### src/rtl/if_fetch_stage_pkg.sv
// Shared definitions for the instruction-fetch stage: next-PC select codes
// (same values the pipeline controller uses), fetch FSM states and the
// instruction word that stands for a bubble in the IF/ID register.
package if_fetch_stage_pkg;

    localparam logic [2:0] PC_NEXT = 3'd0;
    localparam logic [2:0] PC_JUMP = 3'd1;
    localparam logic [2:0] PC_JR   = 3'd2;
    localparam logic [2:0] PC_BEQ  = 3'd3;
    localparam logic [2:0] PC_BNE  = 3'd4;

    // REQ: a request is outstanding on the instruction-memory port.
    // HOLD: a fetched word is buffered because ID could not accept it.
    // DISCARD: a request is outstanding but its data belongs to a dead path.
    typedef enum logic [1:0] {
        S_REQ     = 2'd0,
        S_HOLD    = 2'd1,
        S_DISCARD = 2'd2
    } fetch_state_t;

    localparam logic [31:0] BUBBLE_INST = 32'h0000_0000;

endpackage

### src/rtl/if_fetch_stage_pc_target_gen.sv
// Redirect target computation for the instruction currently in ID.
// Purely combinational; the fetch stage decides whether the target is used.
module pc_target_gen
    import if_fetch_stage_pkg::*;
(
    input  logic [2:0]  i_pc_src,
    input  logic [31:0] i_inst_id,
    input  logic [31:0] i_pc4_id,
    input  logic [31:0] i_rs_data,
    output logic [31:0] o_target
);

    logic [31:0] w_branch_offset;

    // Branch displacement is a signed word offset relative to PC+4.
    assign w_branch_offset = {{14{i_inst_id[15]}}, i_inst_id[15:0], 2'b00};

    // Select the target for the requested redirect kind; PC+4 otherwise.
    always_comb begin
        o_target = i_pc4_id;
        case (i_pc_src)
            PC_JUMP: o_target = {i_pc4_id[31:28], i_inst_id[25:0], 2'b00};
            PC_JR:   o_target = i_rs_data;
            PC_BEQ,
            PC_BNE:  o_target = i_pc4_id + w_branch_offset;
            default: o_target = i_pc4_id;
        endcase
    end

endmodule

### src/rtl/if_fetch_stage.sv
// Instruction-fetch stage with the IF/ID pipeline register. Holds the PC,
// talks to a variable-latency instruction memory through a req/ack
// handshake, buffers a fetched word while ID is stalled and drops data
// belonging to a path abandoned by a redirect or an IF reset.
module if_fetch_stage
    import if_fetch_stage_pkg::*;
#(
    parameter logic [31:0] RESET_PC = 32'h0000_0000
) (
    input  logic        clk,
    input  logic        rst,
    input  logic        if_rst,
    input  logic        if_en,
    input  logic        id_rst,
    input  logic        id_en,
    input  logic [2:0]  pc_src,
    input  logic [31:0] id_rs_data,
    output logic        imem_req,
    output logic [31:0] imem_addr,
    input  logic        imem_ack,
    input  logic [31:0] imem_data,
    output logic        if_valid,
    output logic        id_valid,
    output logic [31:0] inst_id,
    output logic [31:0] pc_id,
    output logic [31:0] pc4_id
);

    fetch_state_t r_state;
    fetch_state_t w_state_next;
    logic [31:0]  r_pc;
    logic [31:0]  w_pc_next;
    logic [31:0]  r_hold_data;
    logic         w_hold_load;
    logic         r_id_valid;
    logic [31:0]  r_inst_id;
    logic [31:0]  r_pc_id;
    logic [31:0]  r_pc4_id;
    logic [31:0]  w_target;
    logic [31:0]  w_fetch_word;
    logic         w_if_valid;
    logic         w_redirect;
    logic         w_transfer;
    logic         w_fetch_pending;

    pc_target_gen u_pc_target_gen (
        .i_pc_src  (pc_src),
        .i_inst_id (r_inst_id),
        .i_pc4_id  (r_pc4_id),
        .i_rs_data (id_rs_data),
        .o_target  (w_target)
    );

    // A word is available straight from memory on ack, or from the buffer.
    assign w_if_valid   = ((r_state == S_REQ) && imem_ack) || (r_state == S_HOLD);
    assign w_fetch_word = (r_state == S_HOLD) ? r_hold_data : imem_data;

    // A redirect only takes effect while ID is advancing its instruction.
    assign w_redirect = r_id_valid && id_en && (pc_src != PC_NEXT);

    // IF resets and ID flushes both block a word from entering ID; a word
    // blocked by an ID flush stays buffered and is offered again later.
    assign w_transfer = if_en && id_en && w_if_valid && !w_redirect && !if_rst && !id_rst;

    // A memory request is still in flight and its data has not come back.
    assign w_fetch_pending = (r_state != S_HOLD) && !imem_ack;

    assign imem_req  = (r_state == S_REQ) && !rst;
    assign imem_addr = r_pc;
    assign if_valid  = w_if_valid;
    assign id_valid  = r_id_valid;
    assign inst_id   = r_inst_id;
    assign pc_id     = r_pc_id;
    assign pc4_id    = r_pc4_id;

    // Next FSM state and PC: IF reset beats redirect, which beats normal flow.
    always_comb begin
        w_state_next = r_state;
        w_pc_next    = r_pc;
        w_hold_load  = 1'b0;
        if (if_rst || w_redirect) begin
            w_pc_next    = if_rst ? RESET_PC : w_target;
            w_state_next = w_fetch_pending ? S_DISCARD : S_REQ;
        end else begin
            case (r_state)
                S_REQ: begin
                    if (imem_ack) begin
                        if (w_transfer) begin
                            w_pc_next = r_pc + 32'd4;
                        end else begin
                            w_hold_load  = 1'b1;
                            w_state_next = S_HOLD;
                        end
                    end
                end
                S_HOLD: begin
                    if (w_transfer) begin
                        w_pc_next    = r_pc + 32'd4;
                        w_state_next = S_REQ;
                    end
                end
                S_DISCARD: begin
                    if (imem_ack) begin
                        w_state_next = S_REQ;
                    end
                end
                default: w_state_next = S_REQ;
            endcase
        end
    end

    // FSM state and PC registers.
    always_ff @(posedge clk) begin
        if (rst) begin
            r_state <= S_REQ;
            r_pc    <= RESET_PC;
        end else begin
            r_state <= w_state_next;
            r_pc    <= w_pc_next;
        end
    end

    // Buffer a fetched word that ID could not take in its ack cycle.
    always_ff @(posedge clk) begin
        if (rst) begin
            r_hold_data <= BUBBLE_INST;
        end else if (w_hold_load) begin
            r_hold_data <= imem_data;
        end
    end

    // IF/ID register: flush beats transfer; an advancing ID with nothing to
    // take loads a bubble; a stalled ID keeps its contents.
    always_ff @(posedge clk) begin
        if (rst || id_rst) begin
            r_id_valid <= 1'b0;
            r_inst_id  <= BUBBLE_INST;
            r_pc_id    <= 32'h0;
            r_pc4_id   <= 32'h0;
        end else if (w_transfer) begin
            r_id_valid <= 1'b1;
            r_inst_id  <= w_fetch_word;
            r_pc_id    <= r_pc;
            r_pc4_id   <= r_pc + 32'd4;
        end else if (id_en) begin
            r_id_valid <= 1'b0;
            r_inst_id  <= BUBBLE_INST;
            r_pc_id    <= 32'h0;
            r_pc4_id   <= 32'h0;
        end
    end

endmodule
### config.mk
export PLATFORM = sky130hd
export DESIGN_NAME = if_fetch_stage
export DESIGN_NICKNAME = d
export VERILOG_FILES = /design/src/rtl/if_fetch_stage_pkg.sv /design/src/rtl/if_fetch_stage_pc_target_gen.sv /design/src/rtl/if_fetch_stage.sv
export SDC_FILE = /design/constraint.sdc
export NUM_CORES = 1
export LEC_CHECK = 0
export ABC_AREA = 1
export BUFFER_PORTS_ARGS = -buffer_cell sky130_fd_sc_hd__buf_2
export CORE_UTILIZATION = 60
export DETAILED_ROUTE_END_ITERATION = 12
export PLACE_DENSITY = 0.95
export SYNTH_ARGS = -nofsm -noshare
export SYNTH_HDL_FRONTEND = slang
export SYNTH_SLANG_ARGS = --single-unit
### constraint.sdc
create_clock -name clk -period 4.1 [get_ports clk]
set_input_delay 0.41 -clock clk [delete_from_list [all_inputs] [get_ports clk]]
set_output_delay 0.41 -clock clk [all_outputs]
set_load 0.02 [all_outputs]
# --- After elaboration in Yosys (flattened, before gate mapping) ---
# Index checks and enable logic that the tools add are counted.
totals:
  reg_bits: 163
  elab_cells: 69
  inputBits: 74
op_classes:
  n_eq_ne: 11
  reduce_logical: 25
  n_addsub: 2
  n_mux: 24
op_table:
  columns: ["op", "n"]
  rows:
  - ["$mux 32", 9]
  - ["$pmux 32 s3", 1]
  - ["$pmux 32 s2", 1]
  - ["$add 32x3->32 const B", 1]
  - ["$add 32x32->32", 1]
  - ["$mux 2", 6]
  - ["$logic_and 1x1->1", 10]
  - ["$ne 3x2->1 const B", 3]
  - ["$eq 3x2->1 const B", 2]
  - ["$mux 1", 6]
  - ["$pmux 2 s3", 1]
  - ["$reduce_bool 3->1", 2]
  - ["$logic_not 1->1", 5]
  - ["$reduce_and 4->1", 1]
  - ["$eq 3x1->1 const B", 1]
  - ["$eq 3x3->1 const B", 1]
  - ["$logic_or 1x1->1", 3]
  - ["$ne 3x3->1 const B", 1]
  - ["$eq 2x1->1 const B", 1]
  - ["$eq 2x2->1 const B", 1]
  - ["$logic_not 2->1", 1]
  - ["$ne 2x1->1 const B", 1]
  - ["$reduce_and 2->1", 1]
  - ["$reduce_bool 2->1", 1]
  - ["$reduce_or 2->1", 1]

# --- Depth between registers and ports, before layout ---
# Gate-level depths: netlist of the first run.
depth:
  word_depth: 11
  ltp_mapped: 15
  depth_no_buf: 15

# --- Cells and area by module ---
# A second synthesis of the first run with hierarchy kept.
hier_totals:
  hier_cells: 1755
  hier_area_um2: 10272.4
modules_own_cells:
  columns: ["module", "instances", "cells_each", "area_per_inst_um2"]
  rows:
  - ["if_fetch_stage", 1, 1135, 7357.1]
  - ["pc_target_gen", 1, 620, 2915.3]

# --- Worst setup path after synthesis of the first run ---
# Ideal clock, no wire load.
synth_path:
  path_type: "reg2reg"
  from: "register r_inst_id[15], in the netlist inst_id[15]"
  to: "register r_pc[29], in the netlist imem_addr[29]"
  arrival_ns: 2.036
  n_path_buf: 0
  setup_slack_ns: 1.994
  stages_incl_launch_ff: 13
  cell_sequence: "dfxtp_1 ha_1 nand2_1 inv_1 a21oi_1 nand2_1 a21oi_1 nand2_1 nand2_1 nand3_1 nand2_1 nand2_1 a21oi_1"
synth_via:
  elab_chain_len: 4
synth_lines:
  columns: ["item", "line", "text"]
  rows:
  - ["start, declared", "if_fetch_stage.sv:36", "logic [31:0] r_inst_id;"]
  - ["start signal, assigned", "if_fetch_stage.sv:142", "r_inst_id <= w_fetch_word;"]
  - ["$add 32x32->32", "if_fetch_stage_pc_target_gen.sv:25", "PC_BNE: o_target = i_pc4_id + w_branch_offset;"]
  - ["$pmux 32 s3", "if_fetch_stage_pc_target_gen.sv:21", "case (i_pc_src)"]
  - ["$mux 32", "if_fetch_stage.sv:82", "w_pc_next = if_rst ? RESET_PC : w_target;"]
  - ["$mux 32", "if_fetch_stage.sv:81", "if (if_rst || w_redirect) begin"]
  - ["end signal, assigned", "if_fetch_stage.sv:119", "r_pc <= w_pc_next;"]
  - ["end, declared", "if_fetch_stage.sv:31", "logic [31:0] r_pc;"]
# No other way between the ends.
# A chain may end at the register's enable or synchronous reset.

# --- Final worst setup path of the first run ---
layout_path:
  from: "register r_id_valid, in the netlist id_valid"
  to: "register r_hold_data[25]"
layout_via:
  elab_chain_len: 10
  elab_cells_between_ends: 11
layout_lines:
  columns: ["item", "line", "text"]
  rows:
  - ["start, declared", "if_fetch_stage.sv:35", "logic r_id_valid;"]
  - ["start signal, assigned", "if_fetch_stage.sv:136", "r_id_valid <= 1'b0;"]
  - ["start signal, assigned", "if_fetch_stage.sv:141", "r_id_valid <= 1'b1;"]
  - ["start signal, assigned", "if_fetch_stage.sv:146", "r_id_valid <= 1'b0;"]
  - ["$logic_and 1x1->1 (*) (2 in series)", "if_fetch_stage.sv:59", "assign w_redirect = r_id_valid && id_en && (pc_src != PC_NEXT);"]
  - ["$logic_not 1->1", "if_fetch_stage.sv:63", "assign w_transfer = if_en && id_en && w_if_valid && !w_redirect && !if_rst && !id_rst;"]
  - ["$logic_and 1x1->1 (3 in series)", "if_fetch_stage.sv:63", null]
  - ["$mux 1", "if_fetch_stage.sv:88", "if (w_transfer) begin"]
  - ["$mux 1", "if_fetch_stage.sv:87", "if (imem_ack) begin"]
  - ["$mux 1", "if_fetch_stage.sv:85", "case (r_state)"]
  - ["$mux 1 (*)", "if_fetch_stage.sv:81", null]
  - ["end signal, assigned", "if_fetch_stage.sv:128", "r_hold_data <= imem_data;"]
  - ["end, declared", "if_fetch_stage.sv:33", "logic [31:0] r_hold_data;"]
# Mark *: on every way between the ends. The rest lies on a longest branch, timed or not.

==> results of run 1 <==
-- registers in the layout, indices dropped and copies added, names as in the netlist --
name	count
imem_addr	32
r_state	2
inst_id	32
r_hold_data	32
pc_id	32
id_valid	1
pc4_id	30
-- report_power, final --
group	switching [uW]	internal, uW
Sequential	47.8	1610
Clock	687	905
Combinational	282	124
Total	1020	2640
-- stage by stage --
stage	util	hold WS (ns)
final	0.719	0.220
after global placement	0.683	0.434
after global routing	0.719	0.229
after CTS	0.719	0.210
after detailed placement	0.683	0.439
after floorplan	-	0.425
-- cells in the mapped netlist (all sizes together) (2+ instances only) --
library cell and n:
dfxtp 161, clkbuf 38, o21ai 144, nor3 14, o211ai 10, and2 2, buf 39, nand2 536
xnor2 10, a22o 4, or2 7, ha 30, a22oi 4, a221oi 10, nand4 15, a21o 4
nand3 63, a21oi 192, nor4 3, xor2 16, nand3b 7, inv 187, o21bai 2, nor2 86
-- area by class of cell --
cell class                 instances  area, um^2  area share
antenna                            1        2.50    0.000217
clock buffer                      18         429      0.0372
clock inverter                    13         148      0.0128
inverter                         188         706      0.0611
multi-input combinational       1164        5680       0.492
sequential                       161        3220       0.279
tap                              216         270      0.0234
timing repair buffer             211        1090      0.0941
-- path summary, 6_finish.rpt --
check | to | start | depth (start not counted) | slack, ns
max | r_hold_data[25] | id_valid | 10 | 1.30
min | imem_addr[1] | rst | 2 | 0.22
min reg2reg | r_hold_data[23] | r_hold_data[23] | 2 | 0.45
max reg2reg | r_hold_data[25] | id_valid | 10 | 1.30
-- layer usage --
metal / routed length [um] / part of all wire
met1: 13000 / 0.39
met2: 15000 / 0.45
met3: 3550 / 0.11
met4: 2080 / 0.062
met5: 0 / 0
-- worst reg2reg max path, delay by kind of cell (launching register included) --
kind	cells	cell delay, ns
flops	1	0.40
buf+inv	3	1.23
simple gates	4	0.44
compound gates	3	0.67
-- cells in the final DEF (no fill, tap or decap), types with 2 or more instances in the layout --
master	n
nor3_1	12
nand2_1	533
a21oi_1	190
clkbuf_16	17
buf_2	204
a22oi_1	4
inv_2	13
inv_8	2
nand2_2	3
nand4_1	15
o21bai_1	2
dfxtp_1	161
nand3b_1	7
nor2_2	3
o21ai_0	122
xor2_1	16
o211ai_1	10
a22o_1	4
or2_2	6
nand3_1	61
a221oi_2	4
bufinv_16	2
buf_4	6
xnor2_1	10
nor2_1	80
nor4_1	2
a221oi_1	6
inv_6	4
nor2_4	2
clkinvlp_4	2
a21o_1	4
o21ai_1	22
nor3_4	2
inv_1	174
clkinv_2	3
nand3_2	2
ha_1	30
and2_1	2
-- cell families (layout without fill, tap and decap cells) --
family                     Yosys count  in the layout  synth area share
and+or+nand+nor                    733            733             0.302
other                                0              1                 0
buffers and inverters              265            430             0.109
xor gates and xnor gates            26             26            0.0228
AOI/OAI and AO/OA                  374            374             0.203
adders and majority gates           31             31            0.0396
DFF                                161            161             0.323
==> summary.md, run 1 <==
| Metric | Value |
|---|---|
| YS warnings | `0` |
| Endpoints failing setup | `0` |
| Peak VDD IR | `0.320 mV` |
| Ys flop type | `dfxtp_1` |
| DP HPWL | `24500 um` |
| Initial antenna violation count | `0` |
| Top cell by count, worst path | `inv_2` |
| Run status | `finished clean` |
| Finished Layout Cells | `1972` |
| Clk_skew | `0.0130 ns` |
| Power per cell area | `316 nW/um^2` |
| Final Hold Viols | `0` |
| Slew Limit Headroom | `0.192` |
| Antenna-violating nets left | `0` |
| Critical path buffers and inverters | `3` |
| Worst Setup Path Type | `reg -> reg` |
| CTS Buf Count | `17` |
| Post-Syn Nets | `1695` |
| Fin. max-slew vios | `0` |
| Drt wl/cell | `17.1 um` |
| Cell Area, Placed | `11000 um^2` |
| Pre-CTS WS | `1.27 ns` |
| Post-route cell area | `11500 um^2` |
| Met2 GRT Util | `0.628` |
| Core area | `16100 um^2` |
| CTS tree | `done` |
| RePlAce Congestion | `0.989` |
| Crit-path slowest cell | `inv_2` |
| Critical-path cell list | `nand2_1 -> a21oi_4 -> nor2_8 -> inv_2 -> nor2_4 -> inv_2 -> nor2_2 -> inv_2 -> o21ai_0 -> a21oi_1` |
| Critical path fanouts, max | `64` |
| Lkg Pwr | `0.00553 uW` |
| Initial core utilization | `0.621` |
| First-pass GRT wire length | `52000 um` |
| Avg Inst Size Synth | `6.28 um^2` |
| CTS Root Cell | `clkbuf_16` |
| Cell taking the most area after synthesis | `dfxtp_1` |
| # IOs | `205` |
| DRT Pass-1 Iters | `6` |
| Die H | `131 um` |
| DP Cell Count | `1940` |
| Worst setup EP type | `flip-flop` |
| Async S/R FF share, synth | `0` |
| Setup_tns | `0 ns` |
| Port bufs | `204` |
| EDFF count, synth | `0` |
| Synth-to-layout area growth | `15.6%` |
| Max cap viols | `0` |
| Worst skew pair latency | `0.44 ns` |
| Setup WS post-layout | `1.30 ns` |
| Fill count | `1296` |
| Top post-synthesis cells by area | `dfxtp_1, nand2_1, a21oi_1` |
| WP data required | `4.45 ns` |
| DRC viols | `0` |
| Post-CTS setup buffer count | `0` |
| Hold Path Class | `in -> reg` |
| Via density | `5.83` |
| DIE WIDTH | `131 um` |
| DIE AREA | `17200 um^2` |
| WL final | `33700 um` |
| Top delay family on crit path | `buffers and inverters` |
| Overflow after GRT | `0` |
| Nets | `1848` |
| GR Util met1 | `0.490` |
| Global route hottest layer | `met2` |
| Hold-fix buffers at CTS | `0` |
| Via count of the routed design | `11506` |
| RSZ-0062 raised after global routing | `false` |
| Htree depth | `4` |
| Area share of the largest cell type after synthesis | `0.323` |
| Global Route Usage Sum | `0.398` |
| GR Layer Usage met3 | `0.0867` |
| CP arrival | `3.15 ns` |
| Largest net degree at the start of global routing | `67` |
| Rows | `46` |
| Seq/Total Area, Yosys | `0.323` |
| Vias in the first global route | `10090` |
| Netlist cell types | `48` |
| Post-Synthesis Cells | `1590` |
| CP Launch Type | `flip-flop` |
| Post-cts resize count | `0` |
| Slowest stage delay, CP | `0.70 ns` |
| Clk sinks | `161` |
| Final period util | `0.683` |
| Worst slew pin tran | `1.21 ns` |
| Fraction of layout cells with a size suffix above 1 | `0.160` |
| Pwr Total | `3650 uW` |
| Post-route minimum period | `2.80 ns` |
| Yosys reg bits | `161` |
| Max Clock Freq | `357 MHz` |
| Cell Area, Synth | `9980 um^2` |
| Longest Clk Path Bufs | `2` |
| Clk pin slew, worst setup/hold paths | `0.07 ns` |
| DRT iter0 DRCs | `1415` |
Note: power is estimated with default switching activity, not from simulation.
==> run 2: changes to the inputs <==
CORE_UTILIZATION = 56   (was 60)
PLACE_DENSITY = 0.93   (was 0.95)
clock period = 2.8 ns   (was 4.1 ns; I/O delays follow)
==> run 2 against run 1 <==
  * Sequential share of layout area down 0.30 points
  * Total power is 46% higher
  * Clock power is 45% higher
  * Combinational power up 51%
  * Cell area up 1.1%
  * Clock-buffer cell count stayed put
  * Register-to-register slack worse by 1.1 ns
  * Critical path depth rose by 4
  * Non-clock buffer count up 14
  * Critical path type unchanged
  * Largest power group unchanged
==> summary.md, run 2 (synthesized netlist as in run 1, its figures left out) <==
| Metric | Value |
|---|---|
| Run status | `finished clean` |
| Critical path fanouts, max | `5 (-92%)` |
| CP Launch Type | `flip-flop` |
| DIE WIDTH | `135 um (+3.5%)` |
| Htree depth | `4 (unchanged)` |
| Worst hold stages | `2 (unchanged)` |
| Cell Area, Placed | `11100 um^2 (+1.2%)` |
| Worst hold start | `rst` |
| WL final | `33800 um (+0.52%)` |
| Initial antenna violation count | `0 (unchanged)` |
| Largest net degree at the start of global routing | `96 (+43%)` |
| Fill count | `1567 (+21%)` |
| Clk sinks | `161 (unchanged)` |
| Via count of the routed design | `11452 (-0.47%)` |
| Pwr Total | `5330 uW (+46%)` |
| Post-route cell area | `11700 um^2 (+1.1%)` |
| Post-cts resize count | `0 (unchanged)` |
| Post-route minimum period | `2.57 ns (-0.234 ns)` |
| CTS Root Cell | `clkbuf_16` |
| Hold Path Class | `in -> reg` |
| CTS Buf Count | `17 (unchanged)` |
| Most frequent cells in the layout | `nand2_1, buf_2, a21oi_1, inv_1, dfxtp_1` |
| Port bufs | `204 (unchanged)` |
| Initial core utilization | `0.575 (-0.0465)` |
| Hold slack | `0.0932 ns (-0.127 ns)` |
| Fin. max-slew vios | `0 (unchanged)` |
| DRC viols | `0 (unchanged)` |
| Die H | `135 um (+3.5%)` |
| CP arrival | `2.92 ns (-0.23 ns)` |
| Max Clock Freq | `390 MHz (+9.1%)` |
| Area of the multi-input gates | `5680 um^2 (about the same)` |
| Nets | `1862 (+0.76%)` |
| Core area | `17400 um^2 (+8.1%)` |
| Hold-fix buffers at CTS | `0 (unchanged)` |
| Worst slew pin tran | `1.08 ns (-0.125 ns)` |
| R2r setup slk | `0.23 ns (-1.07 ns)` |
| First-pass GRT wire length | `52900 um (+1.7%)` |
| Overflow after GRT | `0 (unchanged)` |
| Clk pin slew, worst setup/hold paths | `0.07 ns (about the same)` |
| Clk_skew | `0.0114 ns (-0.00161 ns)` |
| CTS tree | `done` |
| DRT Pass-1 Iters | `5 (-1)` |
| Lkg Pwr | `0.00561 uW (+1.4%)` |
| Via density | `5.74 (-1.6%)` |
| RSZ-0062 raised after global routing | `false` |
| Setup WS post-layout | `0.234 ns (-1.07 ns)` |
| # diodes | `0 (-1)` |
| Peak VDD IR | `0.485 mV (+52%)` |
| Slew Limit Headroom | `0.277 (+0.0845)` |
| Power per cell area | `457 nW/um^2 (+44%)` |
| Post-CTS setup buffer count | `0 (unchanged)` |
| Final period util | `0.916 (+0.234)` |
| DP HPWL | `24800 um (+1.0%)` |
| FF/Latch Area | `3220 um^2 (unchanged)` |
| R2R Path End | `imem_addr[18]` |
| DIE AREA | `18400 um^2 (+7.0%)` |
| Pre-CTS WS | `0.371 ns (-0.897 ns)` |
| Final Hold Viols | `0 (unchanged)` |
| Max cap viols | `0 (unchanged)` |
| Setup_tns | `0 ns (unchanged)` |
| Antenna-violating nets left | `0 (unchanged)` |
| Worst R2R Start | `pc4_id[2]` |
| # IOs | `205 (unchanged)` |
| Fraction of layout cells with a size suffix above 1 | `0.167 (+0.00722)` |
| Vias in the first global route | `10305 (+2.1%)` |
| Drt wl/cell | `17.0 um (-0.59%)` |
| Worst setup EP type | `flip-flop` |
| Most common cell after layout, fill and taps aside | `nand2_1` |
| Longest Clk Path Bufs | `2 (unchanged)` |
| Global Route Usage Sum | `0.372 (-0.0256)` |
| Rows | `48 (+4.3%)` |
| Worst skew pair latency | `0.43 ns (about the same)` |
| RePlAce Congestion | `0.997 (+0.76%)` |
| Synth-to-layout area growth | `16.9%` |
| WP data required | `3.15 ns (-1.30 ns)` |
| Worst Setup Path Type | `reg -> reg` |
| Hold EP | `imem_addr[1]` |
| Endpoints failing setup | `0 (unchanged)` |
| Reg2Reg Depth | `14 (+4)` |
| DRT iter0 DRCs | `1295 (-8.5%)` |
-- run 2: worst max-delay path by stage --
stage                      from       endpoint  slack (ns)
floorplan           inst_id[15]  imem_addr[29]        0.69
CTS                   pc4_id[2]  imem_addr[18]        0.31
global route        inst_id[15]  imem_addr[18]        0.05
global placement    inst_id[15]  imem_addr[26]        0.42
finish                pc4_id[2]  imem_addr[18]        0.23
detailed placement    pc4_id[2]  imem_addr[18]        0.37
-- run 2: cell type report --
cell class              instances  share of cell area
well taps                     225              0.0241
inverters                     188              0.0605
flip-flops and latches        161               0.276
multi-input cells            1164               0.487
repair buffers                225               0.103
clock inverters                13              0.0112
clock buffers                  18              0.0376
-- run 2: per-layer routing --
metal  global-route usage  routed length, um
met1                0.475              13400
met3               0.0677               3310
met4                0.197               1650
met5                    0                  0
met2                0.596              15500
-- run 2: power by group --
group | internal (uW) | switching (uW)
combinational | 191 | 423
sequential | 2350 | 67.6
clock | 1260 | 1040
total | 3810 | 1530
-- run 2: worst max-delay path, cell delays in order (launching register included) --
cell	delay [ns]
dfxtp_1	0.42
ha_1	0.29
inv_1	0.08
fa_1	0.40
inv_1	0.12
nand3_1	0.08
nand3_1	0.17
nand2_1	0.07
nand2_1	0.15
nand3_1	0.13
nand3b_1	0.12
nand3_1	0.12
nand2_1	0.10
nand3_1	0.08
a21oi_1	0.16
-- run 2: stage by stage --
step,util,instances
2_1_floorplan,-,1590
3_3_place_gp,0.639,1963
3_5_place_dp,0.639,1963
4_1_cts,0.672,1994
5_1_grt,0.672,1994
6_report,0.672,1994
